$ cat src/rtl/lw_sha_padder_if.sv
// Handshake bundle between the word source, the padder and the hash core.
// Word width follows LW_SHA_PADDER_S64_EN (64 bits when defined, 32 otherwise).
interface lw_sha_padder_if #(
`ifdef LW_SHA_PADDER_S64_EN
  parameter int W = 64
`else
  parameter int W = 32
`endif
);
  localparam int NB = W / 8;
  localparam int BW = $clog2(NB) + 1;

  logic          abort_i;
  logic          msg_valid_i;
  logic          msg_ready_o;
  logic [W-1:0]  msg_data_i;
  logic          msg_last_i;
  logic [BW-1:0] msg_bytes_i;
  logic          sha_start_o;
  logic          sha_data_valid_o;
  logic          sha_last_o;
  logic [W-1:0]  sha_data_o;
  logic          sha_abort_o;
  logic          sha_ready_i;
  logic          sha_core_ready_i;
  logic          sha_done_i;
  logic          busy_o;

  // The padder itself.
  modport slave (
    input  abort_i, msg_valid_i, msg_data_i, msg_last_i, msg_bytes_i,
           sha_ready_i, sha_core_ready_i, sha_done_i,
    output msg_ready_o, sha_start_o, sha_data_valid_o, sha_last_o,
           sha_data_o, sha_abort_o, busy_o
  );

  // Source and core seen from outside the padder.
  modport master (
    output abort_i, msg_valid_i, msg_data_i, msg_last_i, msg_bytes_i,
           sha_ready_i, sha_core_ready_i, sha_done_i,
    input  msg_ready_o, sha_start_o, sha_data_valid_o, sha_last_o,
           sha_data_o, sha_abort_o, busy_o
  );
endinterface

$ cat src/rtl/lw_sha_padder.sv
// SHA-2 message padder: adds the 0x80 terminator, zero fill and length field, 16 words/block.
// LW_SHA_PADDER_S64_EN selects 64-bit words (SHA-384/512); otherwise 32-bit words (SHA-224/256).
module lw_sha_padder #(
`ifdef LW_SHA_PADDER_S64_EN
  parameter int W  = 64,
`else
  parameter int W  = 32,
`endif
  parameter int NB = W / 8
) (
  input logic              clk_i,
  input logic              aresetn_i,
  lw_sha_padder_if.slave   bus
);

  localparam int BW = $clog2(NB) + 1;
  localparam int LW = 2 * W;
  localparam logic [W-1:0] TERM_WORD = {8'h80, {(W-8){1'b0}}};

  typedef enum logic [1:0] {S_IDLE, S_DATA, S_PAD, S_WAIT} state_t;

  state_t        state_q, state_d;
  logic [W-1:0]  data_q, data_d;
  logic          valid_q, valid_d;
  logic          last_q, last_d;
  logic          first_q, first_d;
  logic          term_q, term_d;
  logic          extra_q, extra_d;
  logic [3:0]    widx_q, widx_d;
  logic [63:0]   bitlen_q, bitlen_d;

  logic          beat;
  logic          can_load;
  logic          accept;
  logic          msg_full;
  logic [3:0]    nidx;
  logic [W-1:0]  msg_word;
  logic [63:0]   add_bits;
  logic [LW-1:0] len_field;

  assign beat      = valid_q && bus.sha_ready_i;
  assign can_load  = !valid_q || bus.sha_ready_i;
  // Block position the next loaded word will occupy once everything ahead of it has drained.
  assign nidx      = valid_q ? widx_q + 4'd1 : widx_q;
  assign len_field = LW'(bitlen_q);

  assign bus.msg_ready_o = !bus.abort_i &&
                           ((state_q == S_IDLE && !valid_q) ||
                            (state_q == S_DATA && can_load));
  assign accept   = bus.msg_valid_i && bus.msg_ready_o;
  assign msg_full = !bus.msg_last_i || (bus.msg_bytes_i >= BW'(NB));
  assign add_bits = msg_full ? 64'(W) : (64'(bus.msg_bytes_i) << 3);

  // A short final word carries its own terminator; bytes past it are forced to zero.
  always_comb begin
    msg_word = bus.msg_data_i;
    if (!msg_full) begin
      for (int j = 0; j < NB; j++) begin
        if (j == int'(bus.msg_bytes_i)) begin
          msg_word[W-1-8*j -: 8] = 8'h80;
        end else if (j > int'(bus.msg_bytes_i)) begin
          msg_word[W-1-8*j -: 8] = 8'h00;
        end
      end
    end
  end

  always_comb begin
    state_d  = state_q;
    data_d   = data_q;
    valid_d  = valid_q;
    last_d   = last_q;
    first_d  = first_q;
    term_d   = term_q;
    extra_d  = extra_q;
    widx_d   = widx_q;
    bitlen_d = bitlen_q;

    if (beat) begin
      valid_d = 1'b0;
      last_d  = 1'b0;
      first_d = 1'b0;
      widx_d  = widx_q + 4'd1;
    end

    case (state_q)
      S_IDLE, S_DATA: begin
        if (accept) begin
          data_d  = msg_word;
          valid_d = 1'b1;
          last_d  = 1'b0;
          term_d  = bus.msg_last_i && msg_full;
          extra_d = bus.msg_last_i && !msg_full && (nidx >= 4'd14);
          if (state_q == S_IDLE) begin
            first_d  = 1'b1;
            bitlen_d = add_bits;
          end else begin
            bitlen_d = bitlen_q + add_bits;
          end
          state_d = bus.msg_last_i ? S_PAD : S_DATA;
        end
      end
      S_PAD: begin
        if (can_load) begin
          valid_d = 1'b1;
          last_d  = 1'b0;
          data_d  = '0;
          // A terminator at word 14/15 leaves no room for the length: spill to one more block.
          if (term_q) begin
            data_d  = TERM_WORD;
            term_d  = 1'b0;
            extra_d = (nidx >= 4'd14);
          end else if (nidx == 4'd0) begin
            extra_d = 1'b0;
          end else if (!extra_q && nidx == 4'd14) begin
            data_d = len_field[LW-1:W];
          end else if (!extra_q && nidx == 4'd15) begin
            data_d  = len_field[W-1:0];
            last_d  = 1'b1;
            state_d = S_WAIT;
          end
        end
      end
      S_WAIT: begin
        if (bus.sha_done_i) begin
          state_d = S_IDLE;
        end
      end
      default: state_d = S_IDLE;
    endcase

    if (bus.abort_i) begin
      state_d  = S_IDLE;
      data_d   = '0;
      valid_d  = 1'b0;
      last_d   = 1'b0;
      first_d  = 1'b0;
      term_d   = 1'b0;
      extra_d  = 1'b0;
      widx_d   = 4'd0;
      bitlen_d = 64'd0;
    end
  end

  always_ff @(posedge clk_i or negedge aresetn_i) begin
    if (!aresetn_i) begin
      state_q  <= S_IDLE;
      data_q   <= '0;
      valid_q  <= 1'b0;
      last_q   <= 1'b0;
      first_q  <= 1'b0;
      term_q   <= 1'b0;
      extra_q  <= 1'b0;
      widx_q   <= 4'd0;
      bitlen_q <= 64'd0;
    end else begin
      state_q  <= state_d;
      data_q   <= data_d;
      valid_q  <= valid_d;
      last_q   <= last_d;
      first_q  <= first_d;
      term_q   <= term_d;
      extra_q  <= extra_d;
      widx_q   <= widx_d;
      bitlen_q <= bitlen_d;
    end
  end

  assign bus.sha_data_o       = data_q;
  assign bus.sha_data_valid_o = valid_q;
  assign bus.sha_last_o       = last_q;
  assign bus.sha_start_o      = valid_q && first_q;
  assign bus.sha_abort_o      = bus.abort_i;
  assign bus.busy_o           = (state_q != S_IDLE);

endmodule

$ cat src/flat_wrapper.sv
// flat-port wrapper written by rule: the top's interface ports become plain ports
module lw_sha_padder_flat 
#(

  parameter int W  = 32,

  parameter int NB = W / 8
)
  (clk_i, aresetn_i, bus_abort_i, bus_msg_valid_i, bus_msg_data_i, bus_msg_last_i, bus_msg_bytes_i, bus_sha_ready_i, bus_sha_core_ready_i, bus_sha_done_i, bus_msg_ready_o, bus_sha_start_o, bus_sha_data_valid_o, bus_sha_last_o, bus_sha_data_o, bus_sha_abort_o, bus_busy_o);
  lw_sha_padder_if #(.W(W)) bus_i ();
  input logic clk_i;
  input logic aresetn_i;
  input wire logic [$bits(bus_i.abort_i)-1:0] bus_abort_i;
  input wire logic [$bits(bus_i.msg_valid_i)-1:0] bus_msg_valid_i;
  input wire logic [$bits(bus_i.msg_data_i)-1:0] bus_msg_data_i;
  input wire logic [$bits(bus_i.msg_last_i)-1:0] bus_msg_last_i;
  input wire logic [$bits(bus_i.msg_bytes_i)-1:0] bus_msg_bytes_i;
  input wire logic [$bits(bus_i.sha_ready_i)-1:0] bus_sha_ready_i;
  input wire logic [$bits(bus_i.sha_core_ready_i)-1:0] bus_sha_core_ready_i;
  input wire logic [$bits(bus_i.sha_done_i)-1:0] bus_sha_done_i;
  output wire logic [$bits(bus_i.msg_ready_o)-1:0] bus_msg_ready_o;
  output wire logic [$bits(bus_i.sha_start_o)-1:0] bus_sha_start_o;
  output wire logic [$bits(bus_i.sha_data_valid_o)-1:0] bus_sha_data_valid_o;
  output wire logic [$bits(bus_i.sha_last_o)-1:0] bus_sha_last_o;
  output wire logic [$bits(bus_i.sha_data_o)-1:0] bus_sha_data_o;
  output wire logic [$bits(bus_i.sha_abort_o)-1:0] bus_sha_abort_o;
  output wire logic [$bits(bus_i.busy_o)-1:0] bus_busy_o;
  assign bus_i.abort_i = bus_abort_i;
  assign bus_i.msg_valid_i = bus_msg_valid_i;
  assign bus_i.msg_data_i = bus_msg_data_i;
  assign bus_i.msg_last_i = bus_msg_last_i;
  assign bus_i.msg_bytes_i = bus_msg_bytes_i;
  assign bus_i.sha_ready_i = bus_sha_ready_i;
  assign bus_i.sha_core_ready_i = bus_sha_core_ready_i;
  assign bus_i.sha_done_i = bus_sha_done_i;
  assign bus_msg_ready_o = bus_i.msg_ready_o;
  assign bus_sha_start_o = bus_i.sha_start_o;
  assign bus_sha_data_valid_o = bus_i.sha_data_valid_o;
  assign bus_sha_last_o = bus_i.sha_last_o;
  assign bus_sha_data_o = bus_i.sha_data_o;
  assign bus_sha_abort_o = bus_i.sha_abort_o;
  assign bus_busy_o = bus_i.busy_o;
  lw_sha_padder #(.W(W), .NB(NB)) u_core (.clk_i(clk_i), .aresetn_i(aresetn_i), .bus(bus_i));
endmodule
$ cat config.mk
export PLATFORM = sky130hd
export DESIGN_NAME = lw_sha_padder_flat
export DESIGN_NICKNAME = d
export VERILOG_FILES = /design/src/rtl/lw_sha_padder_if.sv /design/src/rtl/lw_sha_padder.sv /design/src/flat_wrapper.sv
export SDC_FILE = /design/constraint.sdc
export NUM_CORES = 1
export LEC_CHECK = 0
export ABC_CLOCK_PERIOD_IN_PS = 6350
export CAP_MARGIN = 40
export CORE_ASPECT_RATIO = 1.2
export CORE_MARGIN = 5
export CORE_UTILIZATION = 50
export CTS_BUF_LIST = sky130_fd_sc_hd__clkbuf_4
export DETAILED_ROUTE_END_ITERATION = 10
export GPL_TIMING_DRIVEN = 1
export MAX_ROUTING_LAYER = met4
export PLACE_DENSITY = 0.73
export SYNTH_ARGS = -nofsm -noshare
export SYNTH_HDL_FRONTEND = slang
export SYNTH_SLANG_ARGS = --single-unit
$ cat constraint.sdc
create_clock -name clk_i -period 6.35 [get_ports clk_i]
set_input_delay 1.27 -clock clk_i [delete_from_list [all_inputs] [get_ports clk_i]]
set_output_delay 1.27 -clock clk_i [all_outputs]
set_load 0.02 [all_outputs]
# --- Word-level counts from Yosys, hierarchy flattened ---
# Index checks and enable logic that the tools add are counted.
totals:
  regBits: 107
  latchBits: 0
  mem_bits_rw: 0
  mem_bits_ro: 0
  memories: 0
op_classes:
  addsub: 2
  mul: 0
  n_div: 0
  order_cmp: 5
  n_eq_ne: 16
  n_shift: 0
  muxes: 63
  n_bitwise: 0
  reduce_logical: 32
op_table:
  columns: ["operator", "count"]
  rows:
  - ["32-bit 2-to-1 mux", 8]
  - ["64-bit 2-to-1 mux", 4]
  - ["64-bit adder", 1]
  - ["32-bit one-hot mux with 2 select lines", 1]
  - ["8-bit 2-to-1 mux", 7]
  - ["1-bit 2-to-1 mux", 25]
  - ["2-bit 2-to-1 mux", 9]
  - ["4-bit 2-to-1 mux", 3]
  - ["3-bit != test (second input constant)", 4]
  - ["1-bit logical AND", 11]
  - ["3-bit by 2-bit != test with 1-bit output (second input constant)", 3]
  - ["4-bit equality test (second input constant)", 2]
  - ["1-bit one-hot mux with 2 select lines", 4]
  - ["2-bit nonzero test", 4]
  - ["7-bit AND reduction", 1]
  - ["3-bit equality test (first input constant)", 2]
  - ["2-bit by 3-bit greater-than comparator with 1-bit output (first input constant)", 2]
  - ["6-bit 2-to-1 mux", 1]
  - ["2-bit one-hot mux with 3 select lines", 1]
  - ["1-bit logical NOT", 5]
  - ["4-bit by 1-bit adder with 4-bit output (second input constant)", 1]
  - ["2-bit equality test (second input constant)", 2]
  - ["4-bit greater-or-equal comparator (second input constant)", 1]
  - ["4-bit logical NOT", 1]
  - ["other kinds (13)", 15]

# --- Depth between registers and ports, before layout ---
logic_depth:
  word_depth: 11
  ltp_mapped: 12
  depth_no_buf: 10

# --- Least setup slack after synthesis ---
# OpenSTA, ideal clock, no wires.
synth_timing:
  kind: "input to register"
  start: "input bus_msg_last_i"
  end: "register u_core.bitlen_q[51]"
  setup_time_ns: 0.126
  t_arrival_ns: 3.437
  t_required_ns: 6.224
  path_slack_ns: 2.787
  stages: 12
  path_buffers: 2
  cell_sequence: "nor2b_1 and2_1 ha_1 inv_1 fa_1 nor2b_1 o21ba_2 buf_2 nand4_1 buf_2 o311a_1 a221o_1"
synth_via:
  elab_chain_len: 8
synth_rtl:
  columns: ["element", "line_no", "text"]
  rows:
  - ["from (decl)", "flat_wrapper.sv:16", "input wire logic [$bits(bus_i.msg_last_i)-1:0] bus_msg_last_i;"]
  - ["1-bit logical NOT", "lw_sha_padder.sv:51", "assign msg_full = !bus.msg_last_i || (bus.msg_bytes_i >= BW'(NB));"]
  - ["1-bit logical OR", "lw_sha_padder.sv:51", null]
  - ["6-bit 2-to-1 mux", "lw_sha_padder.sv:52", "assign add_bits = msg_full ? 64'(W) : (64'(bus.msg_bytes_i) << 3);"]
  - ["64-bit adder", "lw_sha_padder.sv:98", "bitlen_d = bitlen_q + add_bits;"]
  - ["64-bit 2-to-1 mux", "lw_sha_padder.sv:94", "if (state_q == S_IDLE) begin"]
  - ["64-bit 2-to-1 mux", "lw_sha_padder.sv:88", "if (accept) begin"]
  - ["64-bit 2-to-1 mux", "lw_sha_padder.sv:86", "case (state_q)"]
  - ["64-bit 2-to-1 mux", "lw_sha_padder.sv:132", "if (bus.abort_i) begin"]
  - ["to (signal assigned)", "lw_sha_padder.sv:165", "bitlen_q <= bitlen_d;"]
  - ["to (decl)", "lw_sha_padder.sv:30", "logic [63:0] bitlen_q, bitlen_d;"]
# No other way between the ends. The select of a mux whose other input is x is not followed.
# A chain may end at the register's enable or synchronous reset.

# --- Worst setup path after layout ---
layout_timing:
  start: "input bus_msg_last_i"
  end: "register u_core.bitlen_q[46]"
# Same word-level chain as after synthesis.

==> results.toml <==
[flow_run]
maxCapViolCount = 0

[placement]
port_buffers = 79
dp_hpwl_um = 13020
dpl_cell_area_mm2 = 0.007173
place.gp.congestion = 0.9135

[global_routing]
grt_max_degree = 66
gr-total-overflow = 0
grt_pass1_vias = 5768
grt_busiest_layer = "met2"
met3_usage_pct = 4.020
track_usage_pct = 25.51
antenna_found_initial = 0
met2_usage_pct = 39.30
grt_use_met1_pct = 35.55
grt_pass1_wl_um = 30110

[routing]
drc = 0
vias = 6068
vias_per_cell = 6.504
drt_iter0_drc = 583
post_drt_wl_per_cell_um = 19.50
wl_um = 18190
ant_nets = 0
dr.pass1.iters = 5

[final_layout]
diodes = 0
drive_gt1_share_pct = 6.736
regArea_mm2 = 0.002603
post-route-cell-area_mm2 = 0.007282
n_fill_cell = 1101
final_util_pct = 59.85
multi_input_area_mm2 = 0.003396
synthToLayoutAreaGrowth_pct = 16.49
nNetsFinal = 817

[clock_tree]
clockBufferDepth = 2
hold_buffers = 0
cts_tree = "built"
htreeDepth = 3
worstSkewPairLatency_ns = 0.48
ctsRootBufferMaster = "clkbuf_4"
cts-resized-gates = 0
cts_setup_buffers = 0
cts_sinks = 104
clkTransAtPathRegs_ns = 0.16
cts_buffers = 9

[timing]
whs_ns = 0.5104
setup_viol = 0
rsz0062_at_grt = "no"
hold_viol = 0
post-route-period-util_pct = 71.29
clock_skew_ns = 0.01952
tightest_slew_ns = 1.033
fmax_mhz = 220.9
min_period_ns = 4.527
slew_headroom_pct = 30.40
slew_viol_final = 0
tns_ns = 0

[synthesis]
syn_area_per_cell_um2 = 8.743
yosys_warnings = 0
async_reset_ff_share_pct = 100.0
synthesis.area_mm2 = 0.006251
ys_types = 68
seq_area_frac_synth_pct = 41.63
synth_nets = 764
syn_inst = 715
synth_ff_type = "dfrtp_1"
synth_edf_count = 0
ys_seq_elements = 104

[worst_setup_path]
worst_setup_path_end_kind = "flip-flop"
worst-path-max-fanout = 11
arrival_ns = 4.94
crit_type = "input pin to flip-flop"
crit_required_ns = 6.76
critical_path.startpoint_type = "input pin"

[die]
dieArea_mm2 = 0.01485
core_mm2 = 0.01217
ioPinCount = 81
std_cell_rows = 44
start_util_pct = 51.38
die_y_um = 132.5
die_w_um = 112.1

[outcome]
outcome = "completed"

[worst_hold_path]
hp-class = "flip-flop to flip-flop"

[pwr]
irDropWorstVdd_mv = 0.09104
powerDensity_mw_per_mm2 = 178.4
leakage_nw = 2.823
==> cells in the mapped netlist, types with 5 or more instances <==
master	instances	share of area (%)
xor2_1	6	0.84
o31ai_1	25	3.0
nand4_1	30	3.0
nor3_1	9	0.72
buf_2	13	1.0
a32o_1	24	3.8
a22oi_1	10	1.2
a21o_1	24	2.9
o211ai_1	17	2.0
and4_1	5	0.70
nor4_1	7	0.70
inv_1	20	1.2
mux2i_1	6	0.96
ha_1	5	1.0
nand3_1	46	3.7
nand2_1	93	5.6
nor2b_1	8	0.80
and2_1	7	0.70
clkbuf_1	29	1.7
or3_1	21	2.1
a21oi_1	42	3.4
and3_1	7	0.70
or4_1	16	1.9
xnor2_1	5	0.70
nor2_1	34	2.0
dfrtp_1	104	42
o21ai_0	39	3.1
==> where the power goes <==
group          total, mW  switching, mW  internal [mW]
Clock              0.309          0.226         0.0833
Combinational      0.279          0.160          0.120
Sequential         0.711         0.0226          0.688
==> per-layer routing <==
metal  vias up  part of all wire [%]
met5         -                     0
met4         0                   1.9
met3        27                   7.9
met2       254                    47
met1      2979                    43
li1       2808                     -
==> cell usage in the layout, fill, tap and decap left out, types with 10 or more instances in the layout <==
master / Yosys / routed
or4_1: 16 / 16
a21o_1: 24 / 24
dfrtp_1: 104 / 104
o21ai_0: 39 / 39
nand3_1: 46 / 46
or3_1: 21 / 21
nand2_1: 93 / 93
o211ai_1: 17 / 17
clkbuf_4: 0 / 10
a32o_1: 24 / 24
o31ai_1: 25 / 25
a22oi_1: 10 / 10
nor2_1: 34 / 32
a21oi_1: 42 / 42
nand4_1: 30 / 30
inv_1: 20 / 20
clkdlybuf4s50_1: 0 / 78
buf_4: 1 / 10
==> per-stage QoR <==
step,power (mW),cells,setup slack [ns]
4_1_cts,1.310,933,1.946
5_1_grt,1.360,933,1.710
3_5_place_dp,1.003,918,1.429
3_3_place_gp,0.9950,916,1.525
6_report,1.299,933,1.823
2_1_floorplan,0.8673,715,2.787
==> worst max-delay path: stages <==
cell,delay (ns)
clkdlybuf4s50_1,0.53
nor2b_1,0.33
clkinv_1,0.36
ha_1,0.43
a21oi_1,0.13
a21oi_1,0.67
nand3_1,0.46
or4_1,0.59
a21oi_1,0.16
==> logic make-up (layout without fill, tap and decap cells) <==
family,Yosys count,count (layout),synth area share [%]
AO/OA/AOI/OAI,215,215,24.12
XOR/XNOR,11,11,1.541
adder cells (fa/ha/maj),6,6,1.321
flip-flops,104,104,41.63
buffers and inverters,69,126,4.583
multiplexers,8,8,1.321
AND/OR/NAND/NOR,302,302,25.48
==> layout make-up <==
class | count | share of cell area [%]
clock buffer | 10 | 1.031
clock inverter | 5 | 0.4639
inverter | 21 | 1.082
multi-input combinational | 542 | 46.63
sequential | 104 | 35.74
tap | 161 | 2.766
timing repair buffer | 90 | 12.29
==> state kept, by name (all words and copies together), names as in the netlist <==
signal                       flops
u_core.state_q                   2
u_core.bus.sha_data_o           32
u_core.extra_q                   1
u_core.widx_q                    4
u_core.bitlen_q                 61
u_core.bus.sha_data_valid_o      1
u_core.bus.sha_last_o            1
u_core.first_q                   1
u_core.term_q                    1
==> worst paths after layout <==
check                                                           start                                     to  slack [ns]  cells past startpoint
worst max-delay path                                   bus_msg_last_i        u_core.bitlen_q[46]$_DFFE_PN0P_        1.82                      9
worst min-delay path            u_core.bus.sha_data_o[10]$_DFFE_PN0P_  u_core.bus.sha_data_o[10]$_DFFE_PN0P_        0.51                      1
worst max register to register  u_core.bus.sha_data_valid_o$_DFF_PN0_        u_core.bitlen_q[27]$_DFFE_PN0P_        3.42                      5
worst min register to register  u_core.bus.sha_data_o[10]$_DFFE_PN0P_  u_core.bus.sha_data_o[10]$_DFFE_PN0P_        0.51                      1
max in group asynchronous                                   aresetn_i  u_core.bus.sha_data_o[27]$_DFFE_PN0P_        5.11                      2
min in group asynchronous                                   aresetn_i              u_core.term_q$_DFFE_PN0P_        0.58                      1
Power figures use the tool's default switching activity.
